### config.mk
export PLATFORM = sky130hd
export DESIGN_NAME = pipe_stage_skid
export DESIGN_NICKNAME = d
export VERILOG_FILES = /design/src/rtl/rvne_pipe_pkg.sv /design/src/rtl/sat_counter.sv /design/src/rtl/pipe_stage_skid.sv
export SDC_FILE = /design/constraint.sdc
export NUM_CORES = 2
export LEC_CHECK = 0
export BUFFER_PORTS_ARGS = -buffer_cell sky130_fd_sc_hd__buf_4
export CORE_AREA = 2 2 632 634
export DETAILED_ROUTE_END_ITERATION = 12
export DIE_AREA = 0 0 634 636
export GPL_TIMING_DRIVEN = 0
export SKIP_CTS_REPAIR_TIMING = 1
export SLEW_MARGIN = 20
export SYNTH_ARGS = -nofsm -noshare
export SYNTH_HDL_FRONTEND = slang
export SYNTH_SLANG_ARGS = --single-unit
### constraint.sdc
create_clock -name clk -period 49.3 [get_ports clk]
set_input_delay 9.86 -clock clk [delete_from_list [all_inputs] [get_ports clk]]
set_output_delay 9.86 -clock clk [all_outputs]
set_load 0.005 [all_outputs]
### src/rtl/rvne_pipe_pkg.sv
// Shared types and default widths for the elastic inter-stage registers
// of the scalar/vector (WVR/SVR/NSR) datapath.
package rvne_pipe_pkg;

   localparam int WVR_W       = 512;
   localparam int SVR_W       = 128;
   localparam int NSR_W       = 32;
   localparam int OPND_W      = 32;
   localparam int IMM_W       = 32;
   localparam int REGIDX_W    = 5;
   localparam int CTRL_FLAG_W = 9;

   // Register indices ride in the control vector so that bubbles zero them too.
   localparam int DEF_DATA_W = WVR_W + SVR_W + NSR_W + 2 * OPND_W + IMM_W;
   localparam int DEF_CTRL_W = 3 * REGIDX_W + CTRL_FLAG_W;

   typedef enum logic [1:0] {
      EMPTY = 2'd0,
      ONE   = 2'd1,
      FULL  = 2'd2
   } stage_state_e;

   function automatic logic [1:0] beats_held(input stage_state_e s);
      case (s)
         ONE:     return 2'd1;
         FULL:    return 2'd2;
         default: return 2'd0;
      endcase
   endfunction

endpackage

### src/rtl/sat_counter.sv
// Event counter that sticks at all-ones instead of wrapping.
module sat_counter #(
   parameter int CNT_W = 16
) (
   input  logic             clk,
   input  logic             reset,
   input  logic             inc,
   output logic [CNT_W-1:0] count
);

   logic [CNT_W-1:0] r_count;

   always_ff @(posedge clk or posedge reset) begin
      if (reset) begin
         r_count <= '0;
      end else if (inc && (r_count != {CNT_W{1'b1}})) begin
         r_count <= r_count + 1'b1;
      end
   end

   assign count = r_count;

endmodule

### src/rtl/pipe_stage_skid.sv
// Elastic pipeline-stage register: valid/ready handshake, optional 2-entry
// skid buffer, synchronous flush and saturating stall/flush counters.
module pipe_stage_skid
   import rvne_pipe_pkg::*;
#(
   parameter int CTRL_W     = DEF_CTRL_W,
   parameter int DATA_W     = DEF_DATA_W,
   parameter int SKID       = 1,
   parameter int CLEAR_DATA = 0,
   parameter int CNT_W      = 16
) (
   input  logic              clk,
   input  logic              reset,
   input  logic              flush,
   input  logic              in_valid,
   output logic              in_ready,
   input  logic [CTRL_W-1:0] in_ctrl,
   input  logic [DATA_W-1:0] in_data,
   output logic              out_valid,
   input  logic              out_ready,
   output logic [CTRL_W-1:0] out_ctrl,
   output logic [DATA_W-1:0] out_data,
   output logic [CNT_W-1:0]  stall_cnt,
   output logic [CNT_W-1:0]  flush_cnt
);

   stage_state_e      r_state;
   logic              r_out_valid;
   logic              r_in_ready;
   logic [CTRL_W-1:0] r_m_ctrl;
   logic [CTRL_W-1:0] r_s_ctrl;
   logic [DATA_W-1:0] r_m_data;
   logic [DATA_W-1:0] r_s_data;

   logic w_in_ready;
   logic w_push;
   logic w_pop;
   logic w_m_load;
   logic w_m_from_s;
   logic w_s_load;
   logic w_kill;
   logic w_stall;

   // Without the skid entry FULL is unreachable: a push into ONE implies a pop.
   assign w_in_ready = (SKID != 0) ? r_in_ready : (!r_out_valid || out_ready);
   assign w_push     = in_valid && w_in_ready;
   assign w_pop      = r_out_valid && out_ready;

   always_comb begin
      w_m_load   = 1'b0;
      w_m_from_s = 1'b0;
      w_s_load   = 1'b0;
      if (!flush) begin
         case (r_state)
            EMPTY: w_m_load = w_push;
            ONE: begin
               w_m_load = w_push && w_pop;
               w_s_load = w_push && !w_pop;
            end
            FULL: begin
               w_m_load   = w_pop;
               w_m_from_s = 1'b1;
            end
            default: ;
         endcase
      end
   end

   always_ff @(posedge clk or posedge reset) begin
      if (reset) begin
         r_state     <= EMPTY;
         r_out_valid <= 1'b0;
         r_in_ready  <= 1'b1;
         r_m_ctrl    <= '0;
         r_s_ctrl    <= '0;
      end else if (flush) begin
         r_state     <= EMPTY;
         r_out_valid <= 1'b0;
         r_in_ready  <= 1'b1;
         r_m_ctrl    <= '0;
         r_s_ctrl    <= '0;
      end else begin
         case (r_state)
            EMPTY: begin
               if (w_push) begin
                  r_state     <= ONE;
                  r_out_valid <= 1'b1;
               end
            end
            ONE: begin
               if (w_push && !w_pop) begin
                  r_state    <= FULL;
                  r_in_ready <= 1'b0;
               end else if (!w_push && w_pop) begin
                  r_state     <= EMPTY;
                  r_out_valid <= 1'b0;
               end
            end
            FULL: begin
               if (w_pop) begin
                  r_state    <= ONE;
                  r_in_ready <= 1'b1;
               end
            end
            default: begin
               r_state     <= EMPTY;
               r_out_valid <= 1'b0;
               r_in_ready  <= 1'b1;
            end
         endcase
         if (w_m_load) r_m_ctrl <= w_m_from_s ? r_s_ctrl : in_ctrl;
         if (w_s_load) r_s_ctrl <= in_ctrl;
      end
   end

   generate
      if (CLEAR_DATA != 0) begin : g_clear_data
         always_ff @(posedge clk or posedge reset) begin
            if (reset) begin
               r_m_data <= '0;
               r_s_data <= '0;
            end else if (flush) begin
               r_m_data <= '0;
               r_s_data <= '0;
            end else begin
               if (w_m_load) r_m_data <= w_m_from_s ? r_s_data : in_data;
               if (w_s_load) r_s_data <= in_data;
            end
         end
         assign out_data = r_out_valid ? r_m_data : '0;
      end else begin : g_hold_data
         // Wide payload left unreset and untouched by flush to save toggling.
         always_ff @(posedge clk) begin
            if (w_m_load) r_m_data <= w_m_from_s ? r_s_data : in_data;
            if (w_s_load) r_s_data <= in_data;
         end
         assign out_data = r_m_data;
      end
   endgenerate

   assign in_ready  = w_in_ready;
   assign out_valid = r_out_valid;
   assign out_ctrl  = r_out_valid ? r_m_ctrl : '0;

   // A flush only counts when some held beat was not already leaving.
   assign w_kill  = flush && (beats_held(r_state) > {1'b0, w_pop});
   assign w_stall = r_out_valid && !out_ready;

   sat_counter #(.CNT_W(CNT_W)) u_stall_cnt (
      .clk   (clk),
      .reset (reset),
      .inc   (w_stall),
      .count (stall_cnt)
   );

   sat_counter #(.CNT_W(CNT_W)) u_flush_cnt (
      .clk   (clk),
      .reset (reset),
      .inc   (w_kill),
      .count (flush_cnt)
   );

endmodule

## Word-level counts from Yosys, hierarchy flattened

Cells that the tools add are included.

- Register bits: 1,620

- Multiplexer cells: 29
- Reduce and logical (&&, ||, !) cells: 18
- Order comparisons: 1
- Equality and inequality tests: 12
- Add/sub/neg operators: 2

Operators with widths:

| operator | number |
|---|---|
| $mux W768 | 1 |
| $mux W24 | 6 |
| $add A16 B1 Y16 const B | 2 |
| $ne A16 B16 Y1 const B | 2 |
| $ne A3 B3 Y1 const B | 5 |
| $mux W1 | 12 |
| $mux W2 | 5 |
| $logic_and A1 B1 Y1 | 9 |
| $pmux W1 S3 | 3 |
| $pmux W2 S3 | 1 |
| $reduce_and A3 Y1 | 2 |
| $ne A2 B2 Y1 const B | 2 |
| $ne A4 B4 Y1 const B | 1 |
| $pmux W2 S2 | 1 |
| $reduce_and A4 Y1 | 1 |
| $reduce_bool A2 Y1 | 2 |
| $logic_not A1 Y1 | 3 |
| $eq A2 B1 Y1 const B | 1 |
| $eq A2 B2 Y1 const B | 1 |
| $gt A2 B1 Y1 | 1 |
| $logic_not A2 Y1 | 1 |

## Logic depth before layout (Yosys ltp)

- Word-level depth: 7
- Depth in mapped cells: 8
- Depth with buffers taken out: 6

## Modules after synthesis

From an unflattened synthesis, not the netlist that was laid out.

- Cells, all modules: 4,455
- Area total of the unflattened synthesis: 60,327.9 um^2

By module, submodules not included:

| module | area an instance (um^2) | cells an instance | instances |
|---|---|---|---|
| pipe_stage_skid | 58,716.3 | 4,313 | 1 |
| sat_counter | 805.8 | 71 | 2 |

## Least setup slack after synthesis

No wires, ideal clock.

- Kind: input to register
- Start point: input out_ready
- End point: register r_m_data[0], in the netlist out_data[0], enable pin
- Stages on the path: 6
- Data arrival time: 44.248 ns
- Setup time: 1.996 ns
- Buffers on the path: 2
- Required time: 47.304 ns
- Setup slack: 3.057 ns
- Path through: nand2_1 > and2_1 > o32ai_2 > buf_2 > buf_2 > nor2b_1

- Cells in the longest elaborated chain, start to end: 4

RTL lines:

| item | line | text |
|---|---|---|
| from (decl) | pipe_stage_skid.sv:20 | `input logic out_ready,` |
| $logic_and A1 B1 Y1 (*) | pipe_stage_skid.sv:47 | `assign w_pop = r_out_valid && out_ready;` |
| $logic_and A1 B1 Y1 | pipe_stage_skid.sv:57 | `w_m_load = w_push && w_pop;` |
| $pmux W1 S3 (*) | pipe_stage_skid.sv:54 | `case (r_state)` |
| $mux W1 (*) | pipe_stage_skid.sv:53 | `if (!flush) begin` |
| via w_m_load | pipe_stage_skid.sv:38 | `logic w_m_load;` |
| to (signal assigned) | pipe_stage_skid.sv:134 | `if (w_m_load) r_m_data <= w_m_from_s ? r_s_data : in_data;` |
| to (decl) | pipe_stage_skid.sv:32 | `logic [DATA_W-1:0] r_m_data;` |

Mark *: on every way through the listed nets, which the timed path passes. The rest lies on a longest branch.
A chain may end at the register's enable or synchronous reset.

## Final worst setup path

- Start point: input out_ready
- End point: register r_m_data[329], in the netlist out_data[329], enable pin

Same word-level chain as after synthesis.

==> impl_metrics.csv <==
group,metric,value,unit
logic_synthesis,netlist_area,0.0594,sq mm
power_and_ir_drop,netSwitchingPower,942,uW
logic_synthesis,ys_seq_elements,1620,
global_route,grt_max_degree,120,
logic_synthesis,synth_cell_types,42,
layout,design_area,0.0857,sq mm
cts,tritoncts,"done",
timing,setup_tns,0,ns
cts,cts_root_buffer,"clkbuf_16",
min_path,hp-class,"reg2reg",
power_and_ir_drop,leakagePower,33.8,nW
status,status,"completed",
global_route,grt_overflow_total,0,
setup_path,cp-end-kind,"flip-flop",
placed_design,port_buffers,1621,
timing,final_max_slew_viol_count,0,
timing,rsz0062_at_grt,"false",
power_and_ir_drop,clockPowerShare,0.397,
setup_path,critPathLaunchType,"input port",
layout,multi_input_area,0.0104,sq mm
routing,ant_nets,0,
logic_synthesis,yosysWarningCount,0,
layout,n_fill_cell,42800,
die,io-pin-count,1623,
logic_synthesis,avgSynthCellArea,13.5,sq um
logic_synthesis,yosysSeqAreaShare,0.811,
placed_design,place_area,0.0795,sq mm
setup_path,worstSetupPathType,"in2reg",
cts,cts_max_level,4,
global_route,grt_antenna_before_repair,209,
die,die_w,634,um
cts,cts-buffers-inserted,198,
layout,layout_commonest_cell,"nand2_1",
routing,drt_wl_total,330000,um
setup_path,cpMostUsedCell,"buf_16",
global_route,grt_pass1_vias,40100,
timing,period_minus_slack,13.62,ns
routing,vias_per_cell,3.59,
logic_synthesis,synth_nets,5195,
timing,timing.slew.headroom,0.279,
power_and_ir_drop,intPower,2.60,mW
routing,first_pass_iters,5,
power_and_ir_drop,power.density,41.4,mW/mm^2
setup_path,critPathMaxFanout,23,
routing,vias,42200,
setup_path,slowest_delay,0.44,ns
die,fp-row-count,232,
placed_design,preCtsSetupSlack,34.83,ns
routing,drc_errors,0,
routing,first_iter_violations,3737,
die,die_area,0.403,sq mm
timing,setup_viol,0,
power_and_ir_drop,power,3.54,mW
timing,hold_viol,0,
global_route,grt_util_met2,0.241,
layout,fin_nets,7067,
routing,wire_per_inst,28.1,um
layout,syn_to_final_growth,44.1,%
power_and_ir_drop,p_comb_frac,0.128,
power_and_ir_drop,vdd_drop_max,0.0312,mV
setup_path,cp_slowest_cell,"nor2b_4",
cts,cts.path.max_buffers,4,
cts,clk_pin_slew,0.06,ns
setup_path,cp_cell_sequence,"buf_4 -> nand2_1 -> and2_1 -> o32ai_2 -> buf_2 -> buf_2 -> nor2b_4 -> buf_16 -> buf_16 -> buf_16 -> buf_12 -> buf_12 -> buf_16 -> buf_16 -> buf_16 -> buf_12 -> buf_16 -> buf_12 -> buf_16",
timing,timing.fmax,73.4,MHz
die,core_area,0.397,sq mm
placed_design,dp_hpwl,273000,um
power_and_ir_drop,swShare,0.266,
cts,clk_latency,0.90,ns
timing,fin_ws,35.68,ns
placed_design,gp_congestion,0.956,
die,die-height,636,um
global_route,grt_pass1_wl,413000,um
logic_synthesis,netlist_instances,4396,
timing,finalCritPeriodShare,0.276,
timing,skew,0.0815,ns
layout,drive_above_1_share,0.314,
global_route,busiest_layer,"met2",
global_route,met1_usage,0.184,
global_route,grt_util_met3,0.0859,
cts,cts.sinks,1620,
power_and_ir_drop,p_seq_frac,0.474,
global_route,track_usage,0.157,
setup_path,required,49.90,ns
layout,final_cell_mix,"nand2_1, buf_4, edfxtp_1",
timing,tightest_slew,1.08,ns
flow_run,drv_cap,0,
layout,regArea,0.0482,sq mm
setup_path,crit_arrival,14.22,ns
die,start_util,0.150,
[critical path: cells and delay by family]
kind	cells	cell delay, ns
buffers and inverters	15	2.97
AND/OR/NAND/NOR	3	0.85
AO/OA/AOI/OAI	1	0.38
[final timing paths]
check,slack [ns],endpoint,startpoint,depth (start not counted)
setup / recovery,35.68,out_data[329],out_ready,19
min in group asynchronous,8.88,u_stall_cnt.count[8],reset,2
max in group asynchronous,39.73,r_s_ctrl[6],reset,3
hold reg to reg,0.44,out_data[484],r_s_data[484],2
setup reg to reg,44.38,out_data[329],out_valid,18
hold / removal,0.44,out_data[484],r_s_data[484],2
[synthesized netlist by cell type]
library cell     n  area, sq um
o22a_1           1         8.76
or3_1            1         6.26
nand2b_1         5         31.3
edfxtp_1      1536        46100
nor3_1           4         20.0
nor3_2           1         10.0
o32ai_2          1         16.3
buf_6            1         11.3
clkbuf_1       111          417
mux2_2           1         11.3
o22ai_1          1         6.26
nor4_1           1         6.26
a311oi_1        24          210
or2_1            1         6.26
nor2b_1          1         6.26
dfstp_2          1         26.3
nor2_1          37          139
nand2_1       2369         8890
ha_1             2         25.0
dfrtp_1         83         2080
buf_2           53          265
nor4_4           2         42.5
and2b_1          2         15.0
o21bai_1         1         7.51
and4_1           2         17.5
nor2_4           1         11.3
and3_1           2         12.5
and2_1          27          169
inv_1            5         18.8
buf_1           27          101
a211oi_1         1         7.51
nand4_1         17          106
nor3b_4          1         18.8
mux2_1           3         33.8
a22o_1          24          210
nand3_1         10         50.1
a21boi_4         1         18.8
xnor2_1         21          184
nor4_2           1         12.5
o21ai_0          1         5.00
xor2_1           4         35.0
a21oi_1          8         40.0
[stage by stage]
stage / hold WS, ns / cells / utilization
after CTS: 0.445 / 11700 / 0.215
after global placement: 0.487 / 11300 / 0.197
after floorplan: 0.473 / 4396 / -
final: 0.437 / 11700 / 0.216
after detailed placement: 0.491 / 11300 / 0.200
after global routing: 0.459 / 11700 / 0.215
[registers in the layout (all words and copies together), names as in the netlist]
register,count
in_ready,1
out_data,768
out_valid,1
r_m_ctrl,24
r_s_ctrl,24
r_s_data,768
r_state,2
u_flush_cnt.count,16
u_stall_cnt.count,16
[kinds of logic after synthesis]
logic type | Yosys count | share of synthesized area
AO/OA/AOI/OAI | 63 | 0.00893
XOR/XNOR | 25 | 0.00368
adder cells (fa/ha/maj) | 2 | 0.000421
buffers and inverters | 197 | 0.0137
flip-flops | 1620 | 0.811
multiplexers | 4 | 0.000758
AND/OR/NAND/NOR | 2485 | 0.161
[power groups by stage]
stage	sequential [mW]	clock, mW	combinational [mW]
2_1_floorplan	1.82	0	0.124
3_5_place_dp	1.71	0	0.464
6_report	1.68	1.41	0.455
3_3_place_gp	1.91	0	0.431
5_1_grt	1.69	1.50	0.494
4_1_cts	1.68	1.46	0.465
[final cells by class]
cell class | instances | share of cell area
Sequential cell | 1620 | 0.563
Timing Repair Buffer | 1672 | 0.156
Multi-Input combinational cell | 2579 | 0.121
Tap cell | 5265 | 0.0769
Clock buffer | 253 | 0.0621
Buffer | 192 | 0.00958
Clock inverter | 101 | 0.00846
Antenna cell | 60 | 0.00175
Inverter | 5 | 0.000278
[metal layers]
metal | vias to the layer above | routed length (um)
met2 | 2154 | 147000
met4 | 72 | 11900
met1 | 20500 | 129000
met5 | - | 690
met3 | 601 | 42000
li1 | 18900 | -
(Power assumes the default switching activity.)
